<file path="src/rtl/rf_wb_arbiter.sv">
// ============================================================================
// Module      : rf_wb_arbiter
// Description : Shares the single register-file write port between the ALU
//               writeback and a long-latency unit, and keeps a busy scoreboard.
// Revision    : 1.0 - initial release
// ============================================================================
`default_nettype none

module rf_wb_arbiter #(
    parameter int XLEN       = 32,
    parameter int STARVE_MAX = 4
) (
    input  logic            clk,
    input  logic            rst_n,
    input  logic            alu_wb_valid,
    input  logic [4:0]      alu_wb_rd,
    input  logic [XLEN-1:0] alu_wb_data,
    output logic            alu_stall,
    input  logic            ll_issue,
    input  logic [4:0]      ll_issue_rd,
    input  logic            ll_wb_valid,
    output logic            ll_wb_ready,
    input  logic [4:0]      ll_wb_rd,
    input  logic [XLEN-1:0] ll_wb_data,
    input  logic [4:0]      chk_rs1,
    input  logic [4:0]      chk_rs2,
    input  logic [4:0]      chk_rd,
    output logic            hazard,
    output logic [31:0]     busy_vec,
    output logic            err_waw,
    output logic            rf_we,
    output logic [4:0]      rf_rd,
    output logic [XLEN-1:0] rf_wdata
);

    localparam int                CNT_W        = $clog2(STARVE_MAX + 1);
    localparam logic [CNT_W-1:0]  c_starve_max = CNT_W'(STARVE_MAX);

    logic [CNT_W-1:0] r_starve_cnt;
    logic [CNT_W-1:0] w_starve_nxt;
    logic             r_alu_stall;
    logic [31:0]      r_busy;
    logic [31:0]      w_busy_nxt;
    logic             r_err_waw;
    logic             w_alu_go;
    logic             w_ll_acc;
    logic             w_ll_denied;
    logic             w_waw_issue;
    logic             w_waw_alu;

    // ALU has priority unless the LL unit has been starved long enough.
    assign w_alu_go    = alu_wb_valid & ~r_alu_stall;
    assign ll_wb_ready = ~w_alu_go;
    assign w_ll_acc    = ll_wb_valid & ll_wb_ready;
    assign w_ll_denied = ll_wb_valid & ~ll_wb_ready;

    always_comb begin
        rf_rd    = 5'd0;
        rf_wdata = '0;
        if (w_alu_go) begin
            rf_rd    = alu_wb_rd;
            rf_wdata = alu_wb_data;
        end else if (ll_wb_valid) begin
            rf_rd    = ll_wb_rd;
            rf_wdata = ll_wb_data;
        end
    end

    // Transfers to x0 still complete their handshake but never write.
    assign rf_we = rst_n & (w_alu_go | w_ll_acc) & (rf_rd != 5'd0);

    always_comb begin
        w_starve_nxt = r_starve_cnt;
        if (w_ll_acc)
            w_starve_nxt = '0;
        else if (w_ll_denied && (r_starve_cnt != c_starve_max))
            w_starve_nxt = r_starve_cnt + 1'b1;
    end

    // Clear before set so a same-cycle reissue of the retiring register stays busy.
    always_comb begin
        w_busy_nxt = r_busy;
        if (w_ll_acc)
            w_busy_nxt[ll_wb_rd] = 1'b0;
        if (ll_issue && (ll_issue_rd != 5'd0))
            w_busy_nxt[ll_issue_rd] = 1'b1;
        w_busy_nxt[0] = 1'b0;
    end

    assign w_waw_issue = ll_issue && (ll_issue_rd != 5'd0) && r_busy[ll_issue_rd]
                         && !(w_ll_acc && (ll_wb_rd == ll_issue_rd));
    assign w_waw_alu   = w_alu_go && (alu_wb_rd != 5'd0) && r_busy[alu_wb_rd];

    always_ff @(posedge clk or negedge rst_n) begin
        if (!rst_n) begin
            r_starve_cnt <= '0;
            r_alu_stall  <= 1'b0;
            r_busy       <= '0;
            r_err_waw    <= 1'b0;
        end else begin
            r_starve_cnt <= w_starve_nxt;
            r_alu_stall  <= (w_starve_nxt == c_starve_max);
            r_busy       <= w_busy_nxt;
            r_err_waw    <= r_err_waw | w_waw_issue | w_waw_alu;
        end
    end

    assign alu_stall = r_alu_stall;
    assign busy_vec  = r_busy;
    assign err_waw   = r_err_waw;
    assign hazard    = r_busy[chk_rs1] | r_busy[chk_rs2] | r_busy[chk_rd];

endmodule

`default_nettype wire

</file>
<file path="config.mk">
export PLATFORM = sky130hd
export DESIGN_NAME = rf_wb_arbiter
export DESIGN_NICKNAME = d
export VERILOG_FILES = /design/src/rtl/rf_wb_arbiter.sv
export SDC_FILE = /design/constraint.sdc
export NUM_CORES = 1
export LEC_CHECK = 0
export BUFFER_PORTS_ARGS = -buffer_cell sky130_fd_sc_hd__buf_4
export CAP_MARGIN = 20
export CORE_ASPECT_RATIO = 0.8
export CORE_MARGIN = 2
export CORE_UTILIZATION = 43
export CTS_BUF_LIST = sky130_fd_sc_hd__clkbuf_8 sky130_fd_sc_hd__clkbuf_16
export CTS_CLUSTER_SIZE = 10
export DETAILED_ROUTE_END_ITERATION = 7
export HOLD_SLACK_MARGIN = 0.03
export PLACE_DENSITY = 0.75
export SLEW_MARGIN = 20
export SYNTH_ARGS = -nofsm -noshare
export SYNTH_HDL_FRONTEND = slang
export SYNTH_SLANG_ARGS = --single-unit
</file>
<file path="constraint.sdc">
create_clock -name clk -period 2.1 [get_ports clk]
set_input_delay 0.42 -clock clk [delete_from_list [all_inputs] [get_ports clk]]
set_output_delay 0.42 -clock clk [all_outputs]
set_load 0.005 [all_outputs]
</file>
## Word-level counts from Yosys, hierarchy flattened

Index checks and enable logic that the tools add are counted.

| storage, ports and cells | value |
|---|---|
| input bits | 99 |
| flip-flop bits (word level) | 36 |
| logic and storage cells | 66 |

| cells by class | value |
|---|---|
| add/sub/neg operators | 1 |
| order comparisons | 8 |
| equal/unequal tests | 3 |
| bitwise operators | 15 |
| muxes and demuxes | 22 |
| reduce and logical (&&, ||, !) cells | 13 |

Operators by type and width:

| kind | count |
|---|---|
| 32-bit 2-to-1 mux | 4 |
| 5-bit by 6-bit < comparator with 1-bit output (second input constant) | 6 |
| 32-bit bitwise AND | 1 |
| 32-bit inverter | 1 |
| 32-bit OR | 1 |
| 1-bit binary-select mux with 5-bit select | 5 |
| 5-bit nonzero test | 3 |
| 1-bit demux with 5-bit select | 2 |
| 5-bit by 1-bit >= comparator with 1-bit output (second input constant) | 2 |
| 5-bit 2-to-1 mux | 2 |
| 1-bit logical AND | 9 |
| 1-bit 2-to-1 mux | 7 |
| 3-bit 2-to-1 mux | 2 |
| 1-bit bitwise AND | 5 |
| 5-bit == test | 1 |
| 1-bit OR | 5 |
| 3-bit by 1-bit adder with 3-bit output (second input constant) | 1 |
| 3-bit == test (second input constant) | 1 |
| 3-bit inequality test (second input constant) | 1 |
| 1-bit inverter | 2 |
| 1-bit zero test | 1 |

## Depth between registers and ports, before layout

Gate-level depths: netlist (run 1).

| depth | value |
|---|---|
| word-level depth | 9 |
| depth in mapped cells | 7 |
| mapped depth without buffers | 7 |

## Least setup slack after synthesis (run 1)

OpenSTA, ideal clock, no wires.

| timing path | value |
|---|---|
| path kind | input port to output port |
| start point | input chk_rs1[2] |
| end point | output hazard |
| stages | 6 |
| data arrival time | 1.714 ns |
| slack | -0.034 ns |
| cell sequence | clkbuf_1 -> mux4_2 -> mux2i_1 -> o32ai_1 -> a311oi_2 -> nand4_1 |

| between the ends | value |
|---|---|
| word-level cells in the longest chain between the ends | 4 |

RTL lines:

| what | RTL line | source |
|---|---|---|
| start, declared | 25 | `input logic [4:0] chk_rs1,` |
| 1-bit binary-select mux with 5-bit select | 111 | `assign hazard = r_busy[chk_rs1] \| r_busy[chk_rs2] \| r_busy[chk_rd];` |
| 1-bit 2-to-1 mux (implied by the code) | 111 |  |
| 1-bit OR (2 in a row) | 111 |  |
| end, declared | 28 | `output logic hazard,` |

Every way passes these cells. The select of a mux whose other input is x is not followed.

## Worst setup path in the final report (run 1)

| timing path | value |
|---|---|
| start point | register r_busy[14] (netlist: busy_vec[14]) |
| end point | output hazard |

| between the ends | value |
|---|---|
| word-level cells in the longest chain between the ends | 4 |
| elaborated cells on any way between the ends | 8 |
| classes of those cells | 6 x mux; 2 x bitwise |

RTL lines:

| what | RTL line | source |
|---|---|---|
| start, declared | 42 | `logic [31:0] r_busy;` |
| start signal, assigned | 103 | `r_busy <= w_busy_nxt;` |
| 1-bit binary-select mux with 5-bit select | 111 |  |
| 1-bit 2-to-1 mux (implied by the code) | 111 |  |
| 1-bit OR | 111 |  |
| 1-bit OR (*) | 111 |  |

Every way passes the cells marked *; elsewhere a longest branch is shown, timed or not. The select of a mux whose other input is x is not followed.

==> flow_summary.ini, run 1 <==
[outcome]
status = finished with violations
violations = negative setup slack

[timing]
tightest_slew_ns = 0.729
finalSetupTns_ns = -0.339
slew_violations = 0
finalCriticalPeriod_ns = 2.44
setup_viol_count_final = 1
finClkSkew_ns = 0.00878
hold_slack_ns = 0.198
hold_viol = 0
min_period_over_period_pct = 116
slew_headroom_pct = 51.3
rsz0062_at_grt = yes
layout_setup_ws_ns = -0.339
max_freq_mhz = 410

[pwr]
p_seq_share_pct = 27.9
p_total_mw = 3.78
clock_power_share_pct = 13.2
p_switching_mw = 1.43
power_leakage_nw = 2.75
internal_power_mw = 2.34
ir_drop_mv = 0.338
switching_share_pct = 38.0
cellPowerDensity_nw_per_um2 = 672
pwr-share-comb_pct = 58.9

[synth]
postSynthNetCount = 536
synth-edff-count = 0
ys.flop_type = dfrtp_1
synthTopCellsByArea = dfrtp_1, mux4_2, nand2_1
ys_top_cells_by_count = nand2_1, nand3_1, dfrtp_1, mux4_2, mux2i_1
ys_ff_latch = 36
yosys_warnings = 0
synth.largest_area_cell = dfrtp_1
yosysMostFrequentCell = nand2_1
yosysTopAreaCellShare_pct = 24.4
syn-cell-area_sq_um = 3680
synth.distinct_cells = 53
syn_inst = 435
synth_area_per_cell_sq_um = 8.47
synth_seq_area_share_pct = 24.4
synthArstFlopShare_pct = 100

[cts]
clockRootBuffer = clkbuf_8
cts_tree = built
clk_latency_ns = 0.30
clkTransAtPathRegs_ns = 0.08
cts_max_level = 2
numClockSinks = 36
clock_path_buffers = 2
cts_made_buffers = 5

[global_route]
grt_max_degree = 37
grt_pass1_vias = 4134
grt_pass1_wl_mm = 22.4
grt_remaining_overflow = 0
grt_usage_pct = 31.4
antenna_found_initial = 0

[setup_path]
end_kind = output port
worstPathArrival_ns = 2.02
worstRegToRegCells = 7
start_kind = register
crit_path_end = hazard
r2r_slack_ns = 0.09
worstSetupStartpoint = busy_vec[14]
crit_required_ns = 1.68
critPathMaxFanout = 4
r2r_end = err_waw
crit_type = register to output port
r2r_start = busy_vec[18]

[layout]
synthToLayoutAreaGrowth_pct = 52.6
diodes = 0
fin_nets = 747
final-instance-count-excl-fill = 759
drive_gt1_share_pct = 46.8

[floorplanning]
core_sq_um = 8410
rows = 30
io_pins = 173
die-area_sq_um = 9330
start_util_pct = 43.8
die_w_um = 107
die_y_um = 86.8

[route]
antenna_left = 0
wl_per_cell_um = 19.9
drt_iter0_drc = 600
drcViolationCount = 0
wirelength_mm = 15.1
drt_first_pass_iters = 6
num_vias = 4511
vias_per_cell = 5.94

[run]
drv_cap = 0

[place]
placed_cells = 738
gp_congestion = 0.984
numPortBuffers = 171
dp_hpwl_mm = 11.7

[min_path]
hold_path_class = input pin to asynchronous set/reset pin
## power by group through the flow
stage / clock network [mW] / logic [mW] / registers [mW]
3_5_place_dp: 0 / 2.05 / 1.08
3_3_place_gp: 0 / 1.99 / 1.07
2_1_floorplan: 0 / 0.892 / 1.09
5_1_grt: 0.532 / 2.36 / 1.06
6_report: 0.498 / 2.22 / 1.05
4_1_cts: 0.502 / 2.16 / 1.04
## layout by cell type, fill, tap and decap left out, drive strengths merged, types with 11 or more instances in the layout
cell   count
buf      240
nand2    115
nand3     47
dfrtp     36
mux4      28
mux2i     21
a22o      19
nor2      14
o21ai     12
mux2      11
## sequential cells by signal (all words and copies together) (netlist names)
| signal | cells |
|---|---|
| alu_stall | 1 |
| busy_vec | 31 |
| r_starve_cnt | 3 |
| err_waw | 1 |
## repair_timing
item,4_1_cts,5_1_grt
hold buffers,0,0
pin swaps,4,2
resized for setup,4,12
endpoints found under the setup margin,8,35
buffers inserted,15,0
gates cloned,0,0
## critical path, stage by stage (launching register included)
cell and delay, ns:
dfrtp_1 0.46, mux4_2 0.51, mux2i_2 0.19, o32ai_2 0.10
a311oi_2 0.19, nand4_1 0.12, buf_4 0.15
## worst min-delay path by stage
stage / startpoint / to / slack, ns / depth (start not counted)
finish: rst_n / busy_vec[7] / 0.20 / 2
global route: rst_n / busy_vec[7] / 0.23 / 2
CTS: rst_n / busy_vec[1] / 0.21 / 2
detailed placement: rst_n / busy_vec[1] / 0.53 / 2
global placement: rst_n / busy_vec[1] / 0.53 / 2
floorplan: rst_n / alu_stall / 0.12 / 0
## through the flow
step / area [sq um] / util (%) / worst slack [ns]
finish: 5620 / 66.9 / -0.339
global placement: 5370 / 63.9 / -0.129
floorplan: 3690 / - / 0.0217
detailed placement: 5370 / 63.9 / -0.182
global route: 5620 / 66.9 / -0.390
CTS: 5590 / 66.4 / -0.300
## logic make-up (layout without fill, tap and decap cells)
| group | count (synthesis) | after routing | synth area share [%] |
|---|---|---|---|
| AND/OR/NAND/NOR | 222 | 222 | 28.0 |
| AO/OA/AOI/OAI | 65 | 65 | 13.6 |
| multiplexers | 60 | 60 | 26.5 |
| buffers and inverters | 44 | 256 | 5.50 |
| flip-flops | 36 | 36 | 24.4 |
| XOR/XNOR | 5 | 5 | 1.19 |
| adder cells (fa/ha/maj) | 2 | 2 | 0.679 |
| other | 1 | 1 | 0.102 |
## per-layer routing
metal  vias up  share of wire [%]  track usage (%)
met5         -                  0                0
met4         0                1.4             7.11
met3        30                 10             7.52
met2       284                 48             49.5
met1      2174                 40             44.3
li1       2023                  -                -
## area by class of cell
type,instances,area (sq um)
inverters,8,32.5
clock buffers,5,68.8
flip-flops and latches,36,902
well taps,112,140
fillers,716,2790
repair buffers,240,1820
multi-input cells,355,2640
clock inverters,3,18.8
(Power assumes the default switching activity.)
==> inputs of run 2 (changes only) <==
--- a/config.mk
+++ b/config.mk
@@ -8,7 +8,6 @@
 export BUFFER_PORTS_ARGS = -buffer_cell sky130_fd_sc_hd__buf_4
 export CAP_MARGIN = 20
 export CORE_ASPECT_RATIO = 0.8
-export CORE_MARGIN = 2
 export CORE_UTILIZATION = 43
 export CTS_BUF_LIST = sky130_fd_sc_hd__clkbuf_8 sky130_fd_sc_hd__clkbuf_16
 export CTS_CLUSTER_SIZE = 10
==> run 2 against run 1 <==
Compared with the run above:
- the flow still finishes with violations (negative setup slack)
- via count grew 0.69%
- wire length shrank 1.6%
- clock power grew 7.2%
- critical endpoint unchanged
- largest power group unchanged
==> flow_summary.ini, run 2 (synthesis gave the netlist of run 1 again) <==
[layout]
final_area_sq_um = 5660
largest_reg_flops = 31
fin_nets = 750
layout_commonest_cell = buf_4
final_cell_mix = buf_4, nand2_1, nand3_1
drive_gt1_share_pct = 47.5
utilization_pct = 69.6
synthToLayoutAreaGrowth_pct = 53.5
diodes = 0

[route]
wirelength_met1_mm = 6.10
wl_met2_mm = 6.59
num_vias = 4542
drcViolationCount = 0
wl_met3_mm = 1.72
antenna_left = 0
vias_per_cell = 5.99
wl_per_cell_um = 19.6
highest_layer = met4
drt_first_pass_iters = 6
wirelength_mm = 14.9
drt_iter0_drc = 546

[setup_path]
cpPeakStageDelay_ns = 0.48
worstPathArrival_ns = 1.99
crit_path_cell_trace = mux4_2, mux2i_1, nor3b_1, a311oi_2, nand4_1, buf_4
crit_type = register to output port
crit_required_ns = 1.68
start_kind = register
critPathMaxFanout = 4
cp_top_family = multiplexers
cp_slowest_cell = mux4_2
cp_num_buf_inv = 1
end_kind = output port

[place]
dp_hpwl_mm = 11.7
place_area_sq_um = 5390
numPortBuffers = 171
gp_congestion = 1.03
pre_cts_slack_ns = -0.163

[global_route]
grt_max_degree = 37
grt_usage_pct = 32.7
antenna_found_initial = 0
grt_pass1_wl_mm = 22.5
grt_pass1_vias = 4049
grt_remaining_overflow = 0

[floorplanning]
core_sq_um = 8130
io_pins = 173
die_w_um = 105
die-area_sq_um = 8950
start_util_pct = 45.3
rows = 29
die_y_um = 84.8

[pwr]
ir_drop_mv = 0.439
p_total_mw = 3.80
cellPowerDensity_nw_per_um2 = 672
power_leakage_nw = 2.77

[cts]
cts_made_buffers = 5
clk_latency_ns = 0.30
clkTransAtPathRegs_ns = 0.08
cts_max_level = 2
numClockSinks = 36
cts_tree = built
clock_path_buffers = 2
clockRootBuffer = clkbuf_8

[timing]
slew_headroom_pct = 41.5
min_period_over_period_pct = 115
hold_viol = 0
hold_slack_ns = 0.187
max_freq_mhz = 415
rsz0062_at_grt = yes
tightest_slew_ns = 0.876
finalCriticalPeriod_ns = 2.41
layout_setup_ws_ns = -0.311
setup_viol_count_final = 2
finClkSkew_ns = 0.00603
slew_violations = 0

[run]
drv_cap = 0

[outcome]
status = finished with violations
violations = negative setup slack

[min_path]
hold_path_class = input pin to asynchronous set/reset pin
run 2: changes by cell type in the layout (fill, tap and decap cells not counted), moves of 2 or more:
cell and change:
nand2_1 -3, nand2_2 +3, buf_4 +2, mux2i_1 +2
nand3_1 -2, nand3_2 +2
run 2: final cells by class:
cell class	count	area (sq um)
Tap cell	108	135
Clock inverter	2	13.8
Multi-Input combinational cell	355	2650
Inverter	8	30.0
Fill cell	663	2470
Clock buffer	6	82.6
Sequential cell	36	902
Timing Repair Buffer	243	1850
run 2: path summary, 6_finish.rpt:
| path | from | to | slack (ns) | cells after the start |
|---|---|---|---|---|
| setup / recovery | busy_vec[14] | hazard | -0.31 | 6 |
| hold / removal | rst_n | busy_vec[9] | 0.19 | 2 |
| setup reg to reg | busy_vec[15] | err_waw | 0.11 | 7 |
| hold reg to reg | err_waw | err_waw | 0.54 | 2 |
| max in group asynchronous | rst_n | busy_vec[11] | 1.57 | 2 |
| min in group clk | ll_wb_valid | r_starve_cnt[2] | 0.46 | 2 |
run 2: power by group:
| group | total, mW | internal, mW | switching (mW) |
|---|---|---|---|
| combinational | 2.19 | 1.25 | 0.945 |
| sequential | 1.08 | 0.859 | 0.217 |
| clock | 0.534 | 0.268 | 0.266 |
run 2: stage by stage:
step / setup TNS, ns / cells
floorplan: 0 / 435
global placement: -0.115 / 739
detailed placement: -0.163 / 739
CTS: -0.317 / 756
global route: -0.514 / 758
finish: -0.328 / 758
run 2: what timing repair did:
item / 4_1_cts / 5_1_grt
pin swaps: 7 / 6
buffers inserted: 9 / 3
hold buffers: 0 / 0
setup endpoints to repair: 29 / 31
gates resized for setup: 15 / 9
run 2: per-layer routing:
| metal | track usage (%) | vias to the layer above |
|---|---|---|
| met5 | 1.65 | - |
| met4 | 10.1 | 0 |
| met3 | 6.06 | 54 |
| met2 | 48.5 | 321 |
| met1 | 48.1 | 2141 |
| li1 | - | 2026 |
